$ cat src/rtl/sms_trigger_pkg.sv
// Shared definitions for the SMS trigger card library.
//   pu_resolve  : maps a card-level pull-up net bit to a clean level
//                 (1 or z -> 1, 0 or x -> 0)
//   filt_width  : counter width needed to count up to a filter depth
//   MAX_FILTER  : deepest input filter the channel supports
//   pin_e       : index of each per-channel input inside the pin vectors
package sms_trigger_pkg;

   localparam int MAX_FILTER = 15;
   localparam int NUM_PINS   = 3;

   typedef enum logic [1:0] {
      PIN_ON  = 2'd0,
      PIN_OFF = 2'd1,
      PIN_TOG = 2'd2
   } pin_e;

   // An undriven net floats high through the card pull-up, while an
   // unknown level is treated as a pulled-down (active) input.
   // 0 and 1 are tested first, so a two-state simulator resolves them correctly.
   function automatic logic pu_resolve(input logic v);
      if (v === 1'b0)
         return 1'b0;
      else if (v === 1'b1)
         return 1'b1;
      else if (v === 1'bz)
         return 1'b1;
      else
         return 1'b0;
   endfunction

   function automatic int filt_width(input int fc);
      return (fc < 1) ? 1 : $clog2(fc + 1);
   endfunction

endpackage

$ cat src/rtl/sms_trigger_channel.sv
// One set/reset trigger circuit.
// Each of on_n/off_n/tog_n is resolved from its pull-up net, passed
// through a SYNC_STAGES-deep synchroniser and a FILTER_CYCLES glitch
// filter, then drives a prioritised state update.
//   clk           : card clock
//   r             : asynchronous active-low master reset
//   on_n / off_n  : force state to 1 / 0 (active low)
//   tog_n         : falling edge inverts state when TOGGLE_EN is set
//   q / q_n       : trigger state and its complement
//   chg           : high for the single cycle after q changes
module sms_trigger_channel
   import sms_trigger_pkg::*;
#(
   parameter bit TOGGLE_EN     = 1'b0,
   parameter bit RESET_VAL     = 1'b1,
   parameter int SYNC_STAGES   = 2,
   parameter int FILTER_CYCLES = 0
) (
   input  logic clk,
   input  logic r,
   input  logic on_n,
   input  logic off_n,
   input  logic tog_n,
   output logic q,
   output logic q_n,
   output logic chg
);

   localparam int CW = filt_width(FILTER_CYCLES);
   localparam logic [CW-1:0] CNT_LAST = CW'(FILTER_CYCLES);

   logic [NUM_PINS-1:0]    pin_lvl;
   logic [SYNC_STAGES-1:0] sync_q [NUM_PINS];
   logic [CW-1:0]          cnt_q  [NUM_PINS];
   logic [NUM_PINS-1:0]    sample;
   logic [NUM_PINS-1:0]    acc_q;
   logic [NUM_PINS-1:0]    take;
   logic [NUM_PINS-1:0]    eff;
   logic                   tog_prev_q;
   logic                   q_next;

   assign pin_lvl = {pu_resolve(tog_n), pu_resolve(off_n), pu_resolve(on_n)};

   // The accepted level is used in the same cycle the filter decides to
   // accept a new level, so FILTER_CYCLES = 0 degenerates to a wire from
   // the synchroniser output and adds no latency.
   always_comb begin
      sample = '0;
      take   = '0;
      eff    = '0;
      for (int p = 0; p < NUM_PINS; p++) begin
         sample[p] = sync_q[p][SYNC_STAGES-1];
         take[p]   = (sample[p] != acc_q[p]) && (cnt_q[p] == CNT_LAST);
         eff[p]    = take[p] ? sample[p] : acc_q[p];
      end
   end

   // Synchronisers shift in the resolved pin level; the filter counter
   // counts consecutive samples that disagree with the accepted level and
   // restarts whenever a sample agrees or a new level has been accepted.
   always_ff @(posedge clk or negedge r) begin
      if (!r) begin
         for (int p = 0; p < NUM_PINS; p++) begin
            sync_q[p] <= '1;
            cnt_q[p]  <= '0;
         end
         acc_q <= '1;
      end else begin
         for (int p = 0; p < NUM_PINS; p++) begin
            sync_q[p] <= {sync_q[p][SYNC_STAGES-2:0], pin_lvl[p]};
            if ((sample[p] == acc_q[p]) || take[p])
               cnt_q[p] <= '0;
            else
               cnt_q[p] <= cnt_q[p] + 1'b1;
         end
         acc_q <= eff;
      end
   end

   // Set beats reset beats toggle. A toggle edge seen while a force input
   // is active is lost, because the edge detector still advances.
   always_comb begin
      q_next = q;
      if (!eff[PIN_ON])
         q_next = 1'b1;
      else if (!eff[PIN_OFF])
         q_next = 1'b0;
      else if (TOGGLE_EN && tog_prev_q && !eff[PIN_TOG])
         q_next = ~q;
   end

   // State, change strobe and the previous toggle level for edge detection.
   always_ff @(posedge clk or negedge r) begin
      if (!r) begin
         q          <= RESET_VAL;
         chg        <= 1'b0;
         tog_prev_q <= 1'b1;
      end else begin
         q          <= q_next;
         chg        <= (q_next != q);
         tog_prev_q <= eff[PIN_TOG];
      end
   end

   assign q_n = ~q;

endmodule

$ cat src/rtl/sms_card_trigger_bank.sv
// Bank of CHANNELS independent set/reset triggers.
// The top level only slices the pin vectors across per-channel instances.
//   clk    : card clock
//   r      : asynchronous active-low master reset
//   on_n   : per-channel force-to-1, active low
//   off_n  : per-channel force-to-0, active low
//   tog_n  : per-channel toggle, falling edge, channels in TOGGLE_MASK only
//   q/q_n  : trigger states and complements
//   chg    : one-cycle strobe per channel when q changes
module sms_card_trigger_bank
   import sms_trigger_pkg::*;
#(
   parameter int                  CHANNELS      = 2,
   parameter logic [CHANNELS-1:0] TOGGLE_MASK   = '0,
   parameter logic [CHANNELS-1:0] RESET_STATE   = '1,
   parameter int                  SYNC_STAGES   = 2,
   parameter int                  FILTER_CYCLES = 0
) (
   input  logic                clk,
   input  logic                r,
   input  logic [CHANNELS-1:0] on_n,
   input  logic [CHANNELS-1:0] off_n,
   input  logic [CHANNELS-1:0] tog_n,
   output logic [CHANNELS-1:0] q,
   output logic [CHANNELS-1:0] q_n,
   output logic [CHANNELS-1:0] chg
);

   if (SYNC_STAGES < 2 || SYNC_STAGES > 4) begin : g_bad_sync
      $error("sms_card_trigger_bank: SYNC_STAGES must be 2..4");
   end
   if (FILTER_CYCLES < 0 || FILTER_CYCLES > MAX_FILTER) begin : g_bad_filter
      $error("sms_card_trigger_bank: FILTER_CYCLES must be 0..15");
   end

   for (genvar i = 0; i < CHANNELS; i++) begin : g_ch
      sms_trigger_channel #(
         .TOGGLE_EN    (TOGGLE_MASK[i]),
         .RESET_VAL    (RESET_STATE[i]),
         .SYNC_STAGES  (SYNC_STAGES),
         .FILTER_CYCLES(FILTER_CYCLES)
      ) u_ch (
         .clk  (clk),
         .r    (r),
         .on_n (on_n[i]),
         .off_n(off_n[i]),
         .tog_n(tog_n[i]),
         .q    (q[i]),
         .q_n  (q_n[i]),
         .chg  (chg[i])
      );
   end

endmodule

$ cat config.mk
export PLATFORM = sky130hd
export DESIGN_NAME = sms_card_trigger_bank
export DESIGN_NICKNAME = d
export VERILOG_FILES = /design/src/rtl/sms_trigger_pkg.sv /design/src/rtl/sms_trigger_channel.sv /design/src/rtl/sms_card_trigger_bank.sv
export SDC_FILE = /design/constraint.sdc
export NUM_CORES = 1
export LEC_CHECK = 0
export ABC_AREA = 1
export CAP_MARGIN = 10
export CORE_ASPECT_RATIO = 1.5
export CORE_MARGIN = 2
export CORE_UTILIZATION = 30
export CTS_BUF_LIST = sky130_fd_sc_hd__clkbuf_8
export DETAILED_ROUTE_END_ITERATION = 16
export MAX_ROUTING_LAYER = met4
export PLACE_DENSITY_LB_ADDON = 0.2
export SETUP_SLACK_MARGIN = 0.15
export SLEW_MARGIN = 0
export SYNTH_ARGS = -nofsm -noshare
export SYNTH_HDL_FRONTEND = slang
export SYNTH_SLANG_ARGS = --single-unit
$ cat constraint.sdc
create_clock -name clk -period 1.6 [get_ports clk]
set_clock_uncertainty 0.2 [all_clocks]
set_input_delay 0.32 -clock clk [delete_from_list [all_inputs] [get_ports clk]]
set_output_delay 0.32 -clock clk [all_outputs]
set_load 0.02 [all_outputs]
== Word level (Yosys, flattened, before mapping) ==
Cells that the tools add are included.
Widths: inputs -> output; s select.
Cells by class
  add/subtract/negate cells: 4
  eq/ne operators: 22
  mux-type cells: 24
  bitwise gates (word level): 6
  reductions and logical operators: 8
Operators with widths (number)
  $mux 1: 24
  $eqx 1x1->1 const B: 12
  $ne 1x1->1: 6
  $not 1->1: 6
  $add 1x1->1 const B: 4
  $eq 1x1->1: 4
  $logic_and 1x1->1: 4
  $logic_or 1x1->1: 4
Storage, ports and cells
  register bits: 20
  input port bits: 8
  logic and storage cells: 78

== Longest topological paths before layout ==
  depth after elaboration: 6
  mapped depth: 5

== Hierarchy ==
A second synthesis with hierarchy kept.
Unflattened totals
  cell total of the unflattened synthesis: 54
  area total of the unflattened synthesis: 670.6 um^2
By module, submodules not included
  sms_trigger_channel: instances 2, cells an instance 27, area each 335.3 um^2

== Worst setup path after synthesis ==
OpenSTA, ideal clock, no wires.
  path type: flip-flop to output port
  start point: reg g_ch[0].u_ch.q
  end point: out q_n[0]
  data arrival time: 0.724 ns
  slack: 0.356 ns
  stages on the path, launching flop included: 3
  path through: dfstp_2 -> inv_1 -> buf_4
On the way
  cells in the longest elaborated chain, start to end: 1
Ends and longest elaborated chain
  from (decl): RTL line sms_trigger_channel.sv:24  | output logic q,
  from (signal assigned): RTL line sms_trigger_channel.sv:99  | q <= q_next;
  $not 1->1: RTL line sms_trigger_channel.sv:105  | assign q_n = ~q;
  to (decl): RTL line sms_card_trigger_bank.sv:25  | output logic [CHANNELS-1:0] q_n,
Every way passes these cells.

== Worst setup path after layout ==
Same ends and word-level chain as after synthesis.

==> flow_summary.toml <==
[setup_path]
crit_path_start = "g_ch[0].u_ch.q"
critical-path-slowest-cell = "dfstp_2"
endpoint = "q_n[0]"
critical_path.most_common_cell = "buf_6"
max_stage_delay_ps = 540
endpoint_kind = "output port"
crit_required_ps = 1080
startpoint_type = "flip-flop"
rr_worst_depth = 6
timing.rr.end = "g_ch[0].u_ch.chg"
r2r-start = "g_ch[0].u_ch.q"
r2r_slack_ps = 270
worstPathMaxFanout = 2
crit_chain = "buf_6 > inv_4 > buf_6"
path_class = "reg2out"
crit_arrival_ps = 1040

[power]
finalPower_uw = 1230
swShare_pct = 20.5
ir_drop_v = 0.000570
p_clk_share_pct = 40.4
p_switching_uw = 252
powerDensity_nw_per_um2 = 1240
combPwrFrac_pct = 12.9
total_leakage_power_uw = 0.000485
internal-power_uw = 976
power_frac_seq_pct = 46.7

[timing]
period_share_pct = 97.6
hold_viol = 0
grt_setup_unrepaired = "true"
whs_ps = 157
fmax_ghz = 0.641
period_minus_slack_ps = 1560
finalSetupViolCount = 0
maxSlewViolCount = 0

[drt]
ant_nets = 0
avgRoutedWirePerCell_um = 8.76
firstDrtPassIters = 1
vias_per_cell = 4.12
via_count = 428
drt_wl_total_um = 911
detail_route.iter0.violations = 0
drc = 0

[synth]
synth-warning-count = 0
ys_seq_elements = 20
yosysTopAreaCell = "dfstp_2"
synth_top_area_share_pct = 50.8
syn_area_um2 = 724
synth.area.top_cells = "dfstp_2 51%, dfrtp_1 21%, nand2_2 6.9%, buf_4 6.2%, inv_1 5.2%"
synth.distinct_cells = 11
synthCells = 59
ys_seq_area_share_pct = 71.5
syn_area_per_cell_um2 = 12.3

[clock_tree]
ctsHoldBuffers = 0
cts.clk_slew.worst_paths_ps = 80
ctsRootBufferMaster = "clkbuf_8"
cts_buffer_depth = 2
cts_sinks = 20
htreeDepth = 1
cts_buffers = 3
cts_tree = "built"
clk_latency_ps = 260

[global_routing]
antenna_found_initial = 0
grt-ovfl-total = 0
track_usage_pct = 8.23
grt_pass1_wl_um = 1620
grt_pass1_vias = 429
grt_max_degree = 21

[final_layout]
nFillCells = 215
final_cells = 104
layout-drive-gt1-share_pct = 54.3
final_nets = 90
diodes = 0
seqCellArea_um2 = 518
syn2layout_area_growth_pct = 36.3
multi_input_area_um2 = 128
design_area_um2 = 987
fin_util_pct = 43.7

[die]
die_w_um = 44.1
core_area_um2 = 2260
boundaryPins = 14
die_h_um = 64.2
rows = 21
start_util_pct = 32.1
die-area_um2 = 2830

[placement]
gp_congestion = 0.629
place_inst = 95
place_area_um2 = 867
place_hpwl_um = 608
portBuffers = 11

[hold_path]
hp-class = "reg2reg"

[run_status]
status = "finished clean"

[job]
cap_violations = 0
## critical path, delay by kind of cell, from the launching register on
family                 cells  cell delay [ps]
buffers and inverters      3              240
DFF                        1              540
## through the flow
stage	TNS, ps	setup WS (ps)
finish	0	39.1
global route	0	10.9
CTS	0	20.2
detailed placement	-119	-44.4
global placement	-96.8	-38.8
floorplan	0	356
## flip-flops by register name, indices dropped and copies added (netlist names)
register,flops
g_ch.u_ch.sample,4
g_ch.u_ch.cnt_q,4
g_ch.u_ch.q,2
g_ch.u_ch.chg,2
g_ch.u_ch.acc_q,4
g_ch.u_ch.sync_q,4
## how the worst min path moves through the flow
stage                                      start                      to  slack, ps  depth (start not counted)
after floorplan                                r        g_ch[0].u_ch.chg       -180                          0
after global placement    g_ch[0].u_ch.sync_q[4]  g_ch[0].u_ch.sample[0]        150                          0
after detailed placement  g_ch[0].u_ch.sync_q[4]  g_ch[0].u_ch.sample[0]        150                          0
after CTS                 g_ch[0].u_ch.sync_q[2]  g_ch[0].u_ch.sample[1]        160                          0
after global routing      g_ch[1].u_ch.sync_q[4]  g_ch[1].u_ch.sample[0]        160                          0
final                     g_ch[0].u_ch.sync_q[2]  g_ch[0].u_ch.sample[1]        160                          0
## cells by family after synthesis
group | share of synthesized area, %
other | 0.518
flip-flops | 71.5
AO/OA/AOI/OAI | 1.38
buffers and inverters | 12.4
AND/OR/NAND/NOR | 14.2
## per-layer routing
| metal | GRT usage [%] | wire length [µm] | up-vias |
|---|---|---|---|
| li1 | - | - | 203 |
| met1 | 7.07 | 366 | 210 |
| met2 | 13.8 | 476 | 11 |
| met3 | 2.54 | 40 | 4 |
| met4 | 6.82 | 29 | 0 |
| met5 | - | 0 | - |
## power by group through the flow
stage               clock network (µW)  registers (µW)  logic [µW]
finish                             496             573         159
CTS                                506             573         145
floorplan                            0             579        85.6
global placement                     0             580         136
global route                       531             577         174
detailed placement                   0             582         138
## timing repair
action,4_1_cts,5_1_grt
setup buffers,2,3
setup endpoints to repair,6,5
resized for setup,26,6
## final cells by class
type	instances	area share, %
inverter	12	4.82
timing repair buffer	21	19.6
sequential	20	52.5
clock inverter	1	3.04
multi-input combinational	24	12.9
tap	23	2.92
clock buffer	3	4.18
## cells in the mapped netlist
library cell and instances:
buf_4 6, clkinv_1 2, conb_1 1, dfrtp_1 6, dfstp_2 14, inv_1 10
nand2_1 6, nand2_2 8, nand3_1 2, nand3_2 2, o21ai_1 2
## layout by cell type (no fill, tap or decap), types with 3 or more instances in the layout
cell type / count
dfrtp_1: 6
dfstp_2: 14
nand2_2: 8
buf_6: 5
inv_1: 8
buf_4: 9
nand2_1: 6
clkbuf_8: 3
clkdlybuf4s50_1: 5
conb_1: 4
(Power assumes the default switching activity.)
